`config.mk`:
```
export PLATFORM = sky130hd
export DESIGN_NAME = max_score_flat
export DESIGN_NICKNAME = d
export VERILOG_FILES = /design/src/rtl/max_score_if.sv /design/src/rtl/max_score.sv /design/src/flat_wrapper.sv
export SDC_FILE = /design/constraint.sdc
export NUM_CORES = 1
export LEC_CHECK = 0
export BUFFER_PORTS_ARGS = -buffer_cell sky130_fd_sc_hd__buf_2
export CORE_MARGIN = 2
export CORE_UTILIZATION = 45
export DETAILED_ROUTE_END_ITERATION = 8
export MAX_ROUTING_LAYER = met4
export SYNTH_ARGS = -nofsm -noshare
export SYNTH_HDL_FRONTEND = slang
export SYNTH_SLANG_ARGS = --single-unit
export TNS_END_PERCENT = 20
```
`constraint.sdc`:
```
create_clock -name Clk -period 5.3 [get_ports Clk]
set_input_delay 0.53 -clock Clk [delete_from_list [all_inputs] [get_ports Clk]]
set_output_delay 0.53 -clock Clk [all_outputs]
set_load 0.005 [all_outputs]
```
`src/rtl/max_score_if.sv`:
```
// Signal bundle between the game FSM and the score-keeping block.
// The game side drives the commit button, raw score and difficulty code;
// the score block returns BCD digits for the seven-segment decoders.
interface max_score_if;
  logic       Button;
  logic [7:0] PlayerScore;
  logic [1:0] Multiplier;
  logic [3:0] Display10;
  logic [3:0] Display1;
  logic [3:0] TensScore;
  logic [3:0] OnesScore;

  modport master (
    output Button,
    output PlayerScore,
    output Multiplier,
    input  Display10,
    input  Display1,
    input  TensScore,
    input  OnesScore
  );

  modport slave (
    input  Button,
    input  PlayerScore,
    input  Multiplier,
    output Display10,
    output Display1,
    output TensScore,
    output OnesScore
  );
endinterface

```
`src/rtl/max_score.sv`:
```
// Score keeper for the bomb-defuse game: scales the raw score by the
// difficulty multiplier, saturates at two decimal digits, shows the current
// scaled score as BCD and keeps a high score that is only updated on a
// rising edge of the commit button when the new score is strictly greater.
module max_score #(
  parameter int unsigned MAX_VAL = 99
) (
  input logic        Clk,
  input logic        Rst,
  max_score_if.slave bus
);

  // Ceiling expressed at the width of the scaled product.
  localparam logic [9:0] MAX_VAL_W = 10'(MAX_VAL);

  // Double-dabble conversion of a 0..99 value into two BCD digits.
  // Only the ones digit needs the add-3 correction for values below 100.
  function automatic logic [7:0] bin_to_bcd(input logic [6:0] bin);
    logic [7:0] bcd;
    bcd = 8'd0;
    for (int i = 6; i >= 0; i--) begin
      if (bcd[3:0] >= 4'd5) begin
        bcd[3:0] = bcd[3:0] + 4'd3;
      end else begin
        bcd[3:0] = bcd[3:0];
      end
      bcd = {bcd[6:0], bin[i]};
    end
    return bcd;
  endfunction

  logic [1:0] eff_mult_s;
  logic [9:0] product_s;
  logic [6:0] scaled_s;
  logic       press_s;
  logic [7:0] scaled_bcd_s;
  logic [7:0] max_bcd_s;

  logic       button_d, button_q;
  logic [6:0] max_d,    max_q;
  logic [3:0] tens_d,   tens_q;
  logic [3:0] ones_d,   ones_q;
  logic [3:0] disp10_d, disp10_q;
  logic [3:0] disp1_d,  disp1_q;

  // Map the difficulty code to its multiplier; code 0 behaves as x1.
  always_comb begin
    eff_mult_s = 2'd1;
    case (bus.Multiplier)
      2'd0:    eff_mult_s = 2'd1;
      2'd1:    eff_mult_s = 2'd1;
      2'd2:    eff_mult_s = 2'd2;
      2'd3:    eff_mult_s = 2'd3;
      default: eff_mult_s = 2'd1;
    endcase
  end

  // Scale in 10 bits (255 * 3 = 765 fits) and clamp to the ceiling.
  always_comb begin
    product_s = {2'b00, bus.PlayerScore} * {8'd0, eff_mult_s};
    if (product_s > MAX_VAL_W) begin
      scaled_s = MAX_VAL_W[6:0];
    end else begin
      scaled_s = product_s[6:0];
    end
  end

  // Rising-edge detect of the commit button and high-score update rule.
  always_comb begin
    button_d = bus.Button;
    press_s  = bus.Button & ~button_q;
    if (press_s && (scaled_s > max_q)) begin
      max_d = scaled_s;
    end else begin
      max_d = max_q;
    end
  end

  // BCD digits for the current score and for the next stored maximum, so
  // the display changes on the same edge that updates the maximum.
  always_comb begin
    scaled_bcd_s = bin_to_bcd(scaled_s);
    max_bcd_s    = bin_to_bcd(max_d);
    tens_d       = scaled_bcd_s[7:4];
    ones_d       = scaled_bcd_s[3:0];
    disp10_d     = max_bcd_s[7:4];
    disp1_d      = max_bcd_s[3:0];
  end

  // State and output registers; reset clears everything asynchronously.
  always_ff @(posedge Clk or negedge Rst) begin
    if (!Rst) begin
      button_q <= 1'b0;
      max_q    <= 7'd0;
      tens_q   <= 4'd0;
      ones_q   <= 4'd0;
      disp10_q <= 4'd0;
      disp1_q  <= 4'd0;
    end else begin
      button_q <= button_d;
      max_q    <= max_d;
      tens_q   <= tens_d;
      ones_q   <= ones_d;
      disp10_q <= disp10_d;
      disp1_q  <= disp1_d;
    end
  end

  assign bus.TensScore = tens_q;
  assign bus.OnesScore = ones_q;
  assign bus.Display10 = disp10_q;
  assign bus.Display1  = disp1_q;

endmodule

```
`src/flat_wrapper.sv`:
```
// flat-port wrapper written by rule: the top's interface ports become plain ports
module max_score_flat 
#(
  parameter int unsigned MAX_VAL = 99
)
  (Clk, Rst, bus_Button, bus_PlayerScore, bus_Multiplier, bus_Display10, bus_Display1, bus_TensScore, bus_OnesScore);
  max_score_if bus_i ();
  input logic Clk;
  input logic Rst;
  input wire logic [$bits(bus_i.Button)-1:0] bus_Button;
  input wire logic [$bits(bus_i.PlayerScore)-1:0] bus_PlayerScore;
  input wire logic [$bits(bus_i.Multiplier)-1:0] bus_Multiplier;
  output wire logic [$bits(bus_i.Display10)-1:0] bus_Display10;
  output wire logic [$bits(bus_i.Display1)-1:0] bus_Display1;
  output wire logic [$bits(bus_i.TensScore)-1:0] bus_TensScore;
  output wire logic [$bits(bus_i.OnesScore)-1:0] bus_OnesScore;
  assign bus_i.Button = bus_Button;
  assign bus_i.PlayerScore = bus_PlayerScore;
  assign bus_i.Multiplier = bus_Multiplier;
  assign bus_Display10 = bus_i.Display10;
  assign bus_Display1 = bus_i.Display1;
  assign bus_TensScore = bus_i.TensScore;
  assign bus_OnesScore = bus_i.OnesScore;
  max_score #(.MAX_VAL(MAX_VAL)) u_core (.Clk(Clk), .Rst(Rst), .bus(bus_i));
endmodule
```
Word-level counts from Yosys, hierarchy flattened
Index checks and enable logic that the tools add are counted.
Word-level totals
  flip-flop bits (word level): 24
  input bits: 13
  output and inout bits: 16
Cells by class
  $add $sub $neg: 12
  $mul: 1
  order comparisons: 14
  equal/unequal tests: 3
  muxes and demuxes: 15
  bitwise gates (word level): 2
  reduce and logical (&&, ||, !) cells: 3
Operators with widths (number)
  $ge A4 B3 Y1 const B: 10
  $add A4 B2 Y4 const B: 8
  $mux W4: 8
  $mux W7: 2
  $mux W3: 4
  $gt A10 B7 Y1 const B: 1
  $mul A8 B2 Y10: 1
  $gt A7 B7 Y1: 1
  $add A1 B2 Y3 const B: 2
  $add A3 B2 Y3 const B: 2
  $ge A1 B3 Y1 const B: 2
  $pmux W2 S3: 1
  $eq A2 B2 Y1 const B: 2
  $eq A2 B1 Y1 const B: 1
  $logic_not A2 Y1: 1
  $reduce_or A2 Y1: 1
  $and A1 B1 Y1: 1
  $logic_and A1 B1 Y1: 1
  $not A1 Y1: 1

Logic depth before layout (Yosys ltp)
Gate-level depths: netlist (run 1).
  depth after elaboration: 21
  depth in mapped cells: 39
  gate-level depth less buffers: 37

Worst setup path after synthesis (run 1)
OpenSTA, ideal clock, no wires.
  kind: input to register
  start: in bus_Multiplier[1]
  end: reg u_core.disp1_q[2], in the netlist u_core.bus.Display1[2]
  setup time: 0.087 ns
  arrival: 7.448 ns
  data required time: 5.213 ns
  slack: -2.235 ns
  stages: 38
  cell sequence: clkbuf_1 > nand2b_1 > and2_1 > ha_1 > inv_1 > fa_1 > nand2b_2 > a21o_1 > a311oi_1 > o31ai_2 > or3_1 > clkbuf_1 > ha_1 > a21oi_1 > o21ai_0 > nand4b_1 > o31ai_1 > a221o_1 > (+2 left out) > mux2i_1 > ha_1 > inv_1 > ha_1 > nor2_1 > mux2_2 > o21ai_0 > nand2_1 > ha_1 > a21o_1 > a21oi_4 > ha_1 > inv_1 > nor2_1 > and3_1 > a21oi_1 > o221a_2 > a22oi_1
Between the ends
  word-level cells in the longest chain between the ends: 21
  elaborated cells between the ends (all ways): 30
  those cells by class: 6 x add/sub; 1 x mul; 8 x order compare; 3 x eq/ne; 9 x mux; 3 x reduce/logical
RTL lines
  start: declaration: line flat_wrapper.sv:12  | input wire logic [$bits(bus_i.Multiplier)-1:0] bus_Multiplier;
  $eq A2 B1 Y1 / $logic_not A2 Y1 (equally long branches): line max_score.sv:49  | case (bus.Multiplier)
  $reduce_or A2 Y1 (no source line)
  $pmux W2 S3 *: line max_score.sv:49
  $mul A8 B2 Y10 *: line max_score.sv:60  | product_s = {2'b00, bus.PlayerScore} * {8'd0, eff_mult_s};
  $gt A10 B7 Y1: line max_score.sv:61  | if (product_s > MAX_VAL_W) begin
  $mux W7 *: line max_score.sv:61
  $gt A7 B7 Y1: line max_score.sv:72  | if (press_s && (scaled_s > max_q)) begin
  $logic_and A1 B1 Y1: line max_score.sv:72
  (+6 left out)
  $mux W4: line max_score.sv:22  | if (bcd[3:0] >= 4'd5) begin
  $add A4 B2 Y4 / $ge A4 B3 Y1 (equally long branches): line max_score.sv:23, max_score.sv:22
  $mux W4: line max_score.sv:22
  $ge A4 B3 Y1 / $add A4 B2 Y4 (equally long branches): line max_score.sv:22, max_score.sv:23
  $mux W4: line max_score.sv:22
  $add A4 B2 Y4 / $ge A4 B3 Y1 (equally long branches): line max_score.sv:23, max_score.sv:22
  $mux W4 *: line max_score.sv:22
  named net u_core.disp1_d[2]: line max_score.sv:44  | logic [3:0] disp1_d, disp1_q;
  end signal: assignment: line max_score.sv:105  | disp1_q <= disp1_d;
  end: declaration: line max_score.sv:44
The timed path passes the listed nets; every way through them passes the cells marked *.

Final worst setup path (run 1)
  start: in bus_Multiplier[1]
  end: reg u_core.disp10_q[2], in the netlist u_core.bus.Display10[2]
Between the ends
  word-level cells in the longest chain between the ends: 17
  elaborated cells between the ends (all ways): 24
  those cells by class: 4 x add/sub; 1 x mul; 6 x order compare; 3 x eq/ne; 7 x mux; 3 x reduce/logical
RTL lines
  $eq A2 B1 Y1 / $logic_not A2 Y1 (equally long branches): line max_score.sv:49
  $reduce_or A2 Y1 (no source line)
  $pmux W2 S3 *: line max_score.sv:49
  $mul A8 B2 Y10 *: line max_score.sv:60
  $gt A10 B7 Y1: line max_score.sv:61
  $mux W7 *: line max_score.sv:61
  $gt A7 B7 Y1: line max_score.sv:72
  $logic_and A1 B1 Y1: line max_score.sv:72
  (+2 left out)
  $mux W3: line max_score.sv:22
  $ge A4 B3 Y1 / $add A3 B2 Y3 (equally long branches): line max_score.sv:22, max_score.sv:23
  $mux W3: line max_score.sv:22
  $add A4 B2 Y4 / $ge A4 B3 Y1 (equally long branches): line max_score.sv:23, max_score.sv:22
  $mux W4: line max_score.sv:22
  $add A4 B2 Y4 / $ge A4 B3 Y1 (equally long branches): line max_score.sv:23, max_score.sv:22
  $mux W4 *: line max_score.sv:22
  named net u_core.disp10_d[2]: line max_score.sv:43  | logic [3:0] disp10_d, disp10_q;
  end signal: assignment: line max_score.sv:104  | disp10_q <= disp10_d;
  end: declaration: line max_score.sv:43
Marked as above.

==> impl_metrics.json, run 1 <==
{
  "outcome": "complete, but fails checks",
  "failed_checks": "setup timing",
  "holdCritPathClass": "input port to async pin",
  "synthDistinctLibCells": 70,
  "post_drt_via_cell_ratio": 5.41,
  "clock_skew_ns": 0.00993,
  "cp_max_fo": 6,
  "ctsRootBufferMaster": "clkbuf_8",
  "tritoncts.num_buffers": 3,
  "ios": 29,
  "cp-startpoint": "bus_Multiplier[1]",
  "drt-wirelength-per-cell_um": 15.3,
  "worstSkewPairLatency_ns": 0.28,
  "initial_core_util": 0.461,
  "critical-path-max-stage-delay_ns": 0.37,
  "detail_route.wirelength_mm": 8.51,
  "drv_slew": 0,
  "synth-seq-cells": 23,
  "dpl_worst_slack_ns": -1.63,
  "dp_hpwl_mm": 6.10,
  "netlist_area_mm2": 0.00270,
  "die_w_um": 81.4,
  "cp_data_required_time_ns": 5.47,
  "worstRegToRegCells": 28,
  "max_freq_ghz": 0.153,
  "timing.critical_path.to_type": "flip-flop",
  "io_buffer_count": 28,
  "crit_path_start_kind": "input port",
  "setup-violations-final": 8,
  "antenna_violations_before_repair": 0,
  "cts_num_sinks": 23,
  "synth.yosys.warnings": 0,
  "antenna-diode-count": 0,
  "layout.nets": 518,
  "period_minus_slack_ns": 6.53,
  "postRouteAntennaNets": 0,
  "clock_slew_at_reported_path_ffs_ns": 0.10,
  "drt_drc_violations_left": 0,
  "final_critical_path_setup_slack_ns": -1.23,
  "final.fill_count": 448,
  "max_slew_margin": 0.608,
  "timing.rr.end": "u_core.bus.Display10[2]",
  "design.core.area_mm2": 0.00585,
  "routed-via-count": 3010,
  "cts_tree": "done",
  "grt_max_degree": 24,
  "ctsHtreeMaxLevel": 1,
  "synth_enable_flop_cells": 0,
  "grt.overflow.total": 0,
  "cpMaxStageDelayCell": "or3_4",
  "finalCoreUtilization": 0.733,
  "maxCapViolations": 0,
  "synth_async_sr_flop_share": 1.00,
  "layout_worst_path_cycle_share": 1.23,
  "critical_path_depth": 39,
  "worst_pin_slew_ns": 0.582,
  "grt.total_usage": 0.264,
  "die_height_um": 81.4,
  "critical_path_data_arrival_time_ns": 6.70,
  "first_pass_iters": 4,
  "critical_path_buf_inv_count": 13,
  "worst-r2r-setup-slack_ns": 0.55,
  "dr.first_iter.drc_count": 89,
  "critical_path.reg2reg.startpoint": "u_core.max_q[5]",
  "timing.critical_path.mode_cell": "buf_4",
  "layout-drive-gt1-share": 0.486,
  "gp_routability_congestion": 0.894,
  "syn_avg_cell_area_um2": 7.96,
  "die-area_mm2": 0.00663,
  "synth.yosys.seq_area_share": 0.213,
  "rsz0062_at_grt": "true",
  "hold_viol": 0,
  "wire_length_of_the_first_global_routing_pass_mm": 13.3,
  "critical-path-top-delay-family": "compound AO/OA/AOI/OAI gates",
  "timing_worst_setup_path_type": "input port to flip-flop",
  "core.rowCount": 28,
  "worst_setup_path_endpoint": "u_core.bus.Display10[2]",
  "area_grow_syn2layout_pct": 58.9,
  "first_global_vias": 2917,
  "post_syn_nets": 375,
  "clockBufferDepth": 2,
  "syn-instance-count": 339,
  "cts_hold_buf": 0,
  "synthFlopType": "dfrtp_1"
}
-- cell usage in the layout, fill, tap and decap left out, types with 3 or more instances in the layout --
cell type and count:
buf_4 119, nor2_1 34, buf_2 28, nand2_1 23
dfrtp_1 23, inv_1 20, a21oi_1 14, o21ai_0 13
and2_1 13, ha_1 12, mux2i_1 9, nand2b_1 8
xnor2_1 8, ha_4 8, o21ai_1 7, a31oi_1 6
a21o_1 6, nand3_1 4, o22ai_1 4, nor2_4 4
nand2_2 4, nor2b_1 4, a211oi_1 3, a211oi_2 3
a2111oi_4 3, mux2_4 3, inv_2 3, a21oi_2 3
nor3_1 3, o21a_1 3, mux2_2 3, clkbuf_8 3
-- sequential cells by signal, indices dropped and copies added (netlist names) --
register,count
u_core.max_q,7
u_core.bus.Display1,3
u_core.bus.OnesScore,4
u_core.button_q,1
u_core.bus.TensScore,4
u_core.bus.Display10,4
-- area by class of cell --
| type | count | area (µm²) | share of cell area |
|---|---|---|---|
| Multi-Input combinational cell | 282 | 2430 | 0.568 |
| Timing Repair Buffer | 148 | 1040 | 0.244 |
| Sequential cell | 23 | 576 | 0.134 |
| Tap cell | 75 | 93.8 | 0.0219 |
| Inverter | 24 | 92.6 | 0.0216 |
| Clock buffer | 3 | 41.3 | 0.00963 |
| Clock inverter | 1 | 5.00 | 0.00117 |
-- synth_stat cells (all sizes together) (3+ instances only) --
cell type	n	area, µm²
a21oi	19	106
nor3	3	15.0
o22ai	5	37.5
nor2	40	150
o21ai	23	115
inv	24	90.1
o31ai	4	35.0
o21a	4	30.0
or2	3	18.8
mux2i	11	114
o21bai	3	22.5
a211oi	8	65.1
and2	15	93.8
nand3	5	30.0
a2111oi	3	32.5
nor2b	5	31.3
dfrtp	23	576
or3	4	25.0
clkbuf	5	18.8
a21o	7	52.6
o211a	3	30.0
nand2b	10	65.1
nand2	28	105
xnor2	8	70.1
buf	5	38.8
mux2	6	75.1
ha	22	275
a31oi	6	37.5
-- worst min-delay path by stage --
stage / to / slack [ns] / cells past startpoint / startpoint
after floorplan: u_core.bus.Display10[0] / 0.23 / 0 / Rst
after global placement: u_core.max_q[0] / 0.51 / 2 / u_core.max_q[0]
after detailed placement: u_core.max_q[0] / 0.53 / 2 / u_core.max_q[0]
after CTS: u_core.bus.Display10[3] / 0.25 / 1 / Rst
after global routing: u_core.bus.Display10[3] / 0.27 / 1 / Rst
final: u_core.bus.Display10[3] / 0.24 / 1 / Rst
-- kinds of logic (layout without fill, tap and decap cells) --
logic type	Yosys count	in the layout	synth area share
AO/OA/AOI/OAI	103	103	0.276
XOR/XNOR	9	9	0.0292
adder cells (fa/ha/maj)	24	24	0.113
buffers and inverters	34	176	0.0547
flip-flops	23	23	0.213
multiplexers	17	17	0.0700
AND/OR/NAND/NOR	129	129	0.244
-- through the flow --
step	setup TNS [ns]	instances	area, µm²	hold WS [ns]
after floorplan	-9.20	339	2920	0.234
after global placement	-9.15	533	3830	0.514
after detailed placement	-10.37	533	3830	0.526
after CTS	-6.00	548	4110	0.250
after global routing	-9.62	556	4290	0.266
final	-7.00	556	4290	0.241
-- layer usage --
layer	GRT usage	up-vias	routed length [µm]	part of all wire
li1	-	1509	-	-
met1	0.317	1420	3650	0.43
met2	0.458	60	4390	0.52
met3	0.0275	21	217	0.025
met4	0.0966	0	261	0.031
met5	-	-	0	0
-- repair_timing --
| item | CTS | global route |
|---|---|---|
| endpoints found under the setup margin | 10 | 11 |
| setup buffers | 11 | 8 |
| pin swaps | 13 | 15 |
| gates resized for setup | 29 | 23 |
| cloned | 0 | 0 |
Power of run 1 is left out: the tool's default activity adds up to more than one toggle a clock period on the data nets, which glitch-free logic cannot reach.
==> run 2, diff against run 1 <==
- ABC_AREA: not set -> 1
- CTS_CLUSTER_SIZE: not set -> 28
==> impl_metrics.json, run 2 <==
{
  "design.core.area_mm2": 0.00517,
  "placed_cells": 521,
  "first_pass_iters": 4,
  "grt.overflow.total": 0,
  "largest_register_ffs": 7,
  "period_minus_slack_ns": 5.66,
  "critical-path-max-stage-delay_ns": 0.37,
  "setup-violations-final": 5,
  "layout-drive-gt1-share": 0.468,
  "finish.instance_area_mm2": 0.00362,
  "drt_drc_violations_left": 0,
  "synth_async_sr_flop_share": 1.00,
  "cp_data_required_time_ns": 5.46,
  "syn-instance-count": 355,
  "core.rowCount": 26,
  "synthDistinctLibCells": 42,
  "antenna-diode-count": 0,
  "maxCapViolations": 0,
  "clock_skew_ns": 0.00574,
  "max_slew_margin": 0.603,
  "synth-seq-cells": 23,
  "post_syn_nets": 391,
  "synth.top_cell.area_share": 0.236,
  "netlist_area_mm2": 0.00244,
  "layout_worst_path_cycle_share": 1.07,
  "crit_path_start_kind": "input port",
  "cts_tree": "done",
  "synth.yosys.seq_area_share": 0.236,
  "timing.critical_path.to_type": "flip-flop",
  "final.fill_count": 434,
  "post_drt_via_cell_ratio": 4.53,
  "first_global_vias": 2339,
  "io_buffer_count": 28,
  "outcome": "complete, but fails checks",
  "drt-wirelength-per-cell_um": 10.5,
  "synth_enable_flop_cells": 0,
  "synth.yosys.warnings": 0,
  "critical_path_data_arrival_time_ns": 5.82,
  "largest_register": "u_core.max_q",
  "rsz0062_at_grt": "true",
  "hold_viol": 0,
  "timing.critical_path.mode_cell": "nand2_4",
  "ctsHtreeMaxLevel": 1,
  "dp_hpwl_mm": 4.32,
  "gp_routability_congestion": 0.950,
  "die-area_mm2": 0.00603,
  "mostFrequentLayoutCells": "buf_4, nand2_1, inv_1",
  "dr.first_iter.drc_count": 77,
  "grt.total_usage": 0.199,
  "cp_max_fo": 5,
  "area_grow_syn2layout_pct": 48.2,
  "drv_slew": 0,
  "detail_route.wirelength_mm": 5.65,
  "ios": 29,
  "cts_hold_buf": 0,
  "routed-via-count": 2439,
  "synth.top_cells.by_area": "dfrtp_1, nand2_1, inv_1",
  "postRouteAntennaNets": 0,
  "clockBufferDepth": 2,
  "syn_avg_cell_area_um2": 6.88,
  "cts_num_sinks": 23,
  "synth_top_cell_by_area": "dfrtp_1",
  "max_freq_ghz": 0.177,
  "synth_top_cells_by_count": "nand2_1, inv_1, nand3_1",
  "worstSkewPairLatency_ns": 0.27,
  "layout_commonest_cell": "buf_4",
  "cpMaxStageDelayCell": "fa_2",
  "holdWs_ns": 0.247,
  "grt_max_degree": 24,
  "postPlaceCellArea_mm2": 0.00326,
  "synthFlopType": "dfrtp_1",
  "die_w_um": 77.7,
  "synth_most_common_cell": "nand2_1",
  "die_height_um": 77.7,
  "antenna_violations_before_repair": 0,
  "failed_checks": "setup timing",
  "final_critical_path_setup_slack_ns": -0.357,
  "tritoncts.num_buffers": 3,
  "holdCritPathClass": "input port to async pin",
  "initial_core_util": 0.472,
  "clock_slew_at_reported_path_ffs_ns": 0.08,
  "worst_pin_slew_ns": 0.589,
  "layout.nets": 505,
  "ctsRootBufferMaster": "clkbuf_8",
  "instances_no_fill": 538,
  "wire_length_of_the_first_global_routing_pass_mm": 9.60,
  "timing_worst_setup_path_type": "input port to flip-flop"
}
-- run 2: repair_timing --
action | in CTS | in global routing
pin swaps | 26 | 27
buffers inserted | 7 | 6
gates resized for setup | 30 | 27
setup endpoints to repair | 5 | 9
-- run 2: path summary, 6_finish.rpt --
check,cells after the start,startpoint,end,slack (ns)
setup / recovery,50,bus_Multiplier[1],u_core.bus.Display1[1],-0.36
hold / removal,1,Rst,u_core.bus.OnesScore[3],0.25
setup reg to reg,36,u_core.max_q[6],u_core.bus.Display1[1],1.22
hold reg to reg,2,u_core.max_q[0],u_core.max_q[0],0.54
max in group asynchronous,1,Rst,u_core.bus.Display10[0],4.68
min in group Clk,1,bus_Button,u_core.button_q,0.38
-- run 2: cell type report --
cell class / instances / area, µm² / share of cell area
Tap cell: 70 / 87.6 / 0.0242
Sequential cell: 23 / 576 / 0.159
Timing Repair Buffer: 113 / 796 / 0.220
Clock inverter: 1 / 5.00 / 0.00138
Multi-Input combinational cell: 245 / 1800 / 0.497
Clock buffer: 3 / 41.3 / 0.0114
Inverter: 83 / 315 / 0.0871
-- run 2: critical path: cells and delay by family --
kind,cells,cell delay (ns)
buffers and inverters,11,0.72
AND/OR/NAND/NOR,29,2.60
XOR/XNOR,1,0.14
AO/OA/AOI/OAI,2,0.37
adder cells (fa/ha/maj),7,1.44
-- run 2: metal layers --
| metal | track usage | wire (µm) |
|---|---|---|
| met1 | 0.245 | 2680 |
| met2 | 0.346 | 2840 |
| met3 | 0.0326 | 110 |
| met4 | 0.0393 | 21 |
| met5 | - | 0 |
-- run 2: cell families after synthesis --
family / Yosys count / share of synthesized area
compound gates: 29 / 0.0774
simple gates: 185 / 0.389
fa+ha+maj: 23 / 0.121
xor+xnor: 8 / 0.0348
buf+inv: 87 / 0.142
flops: 23 / 0.236
-- run 2: stage by stage --
step                      setup TNS (ns)   util  worst slack, ns
after floorplan                    -3.18      -           -0.766
after global placement             -3.02  0.629           -0.663
after detailed placement           -3.94  0.629           -0.816
after CTS                         -0.856  0.670           -0.211
after global routing               -3.19  0.700           -0.664
final                              -1.68  0.700           -0.357
Power of run 2 is left out for the same reason.
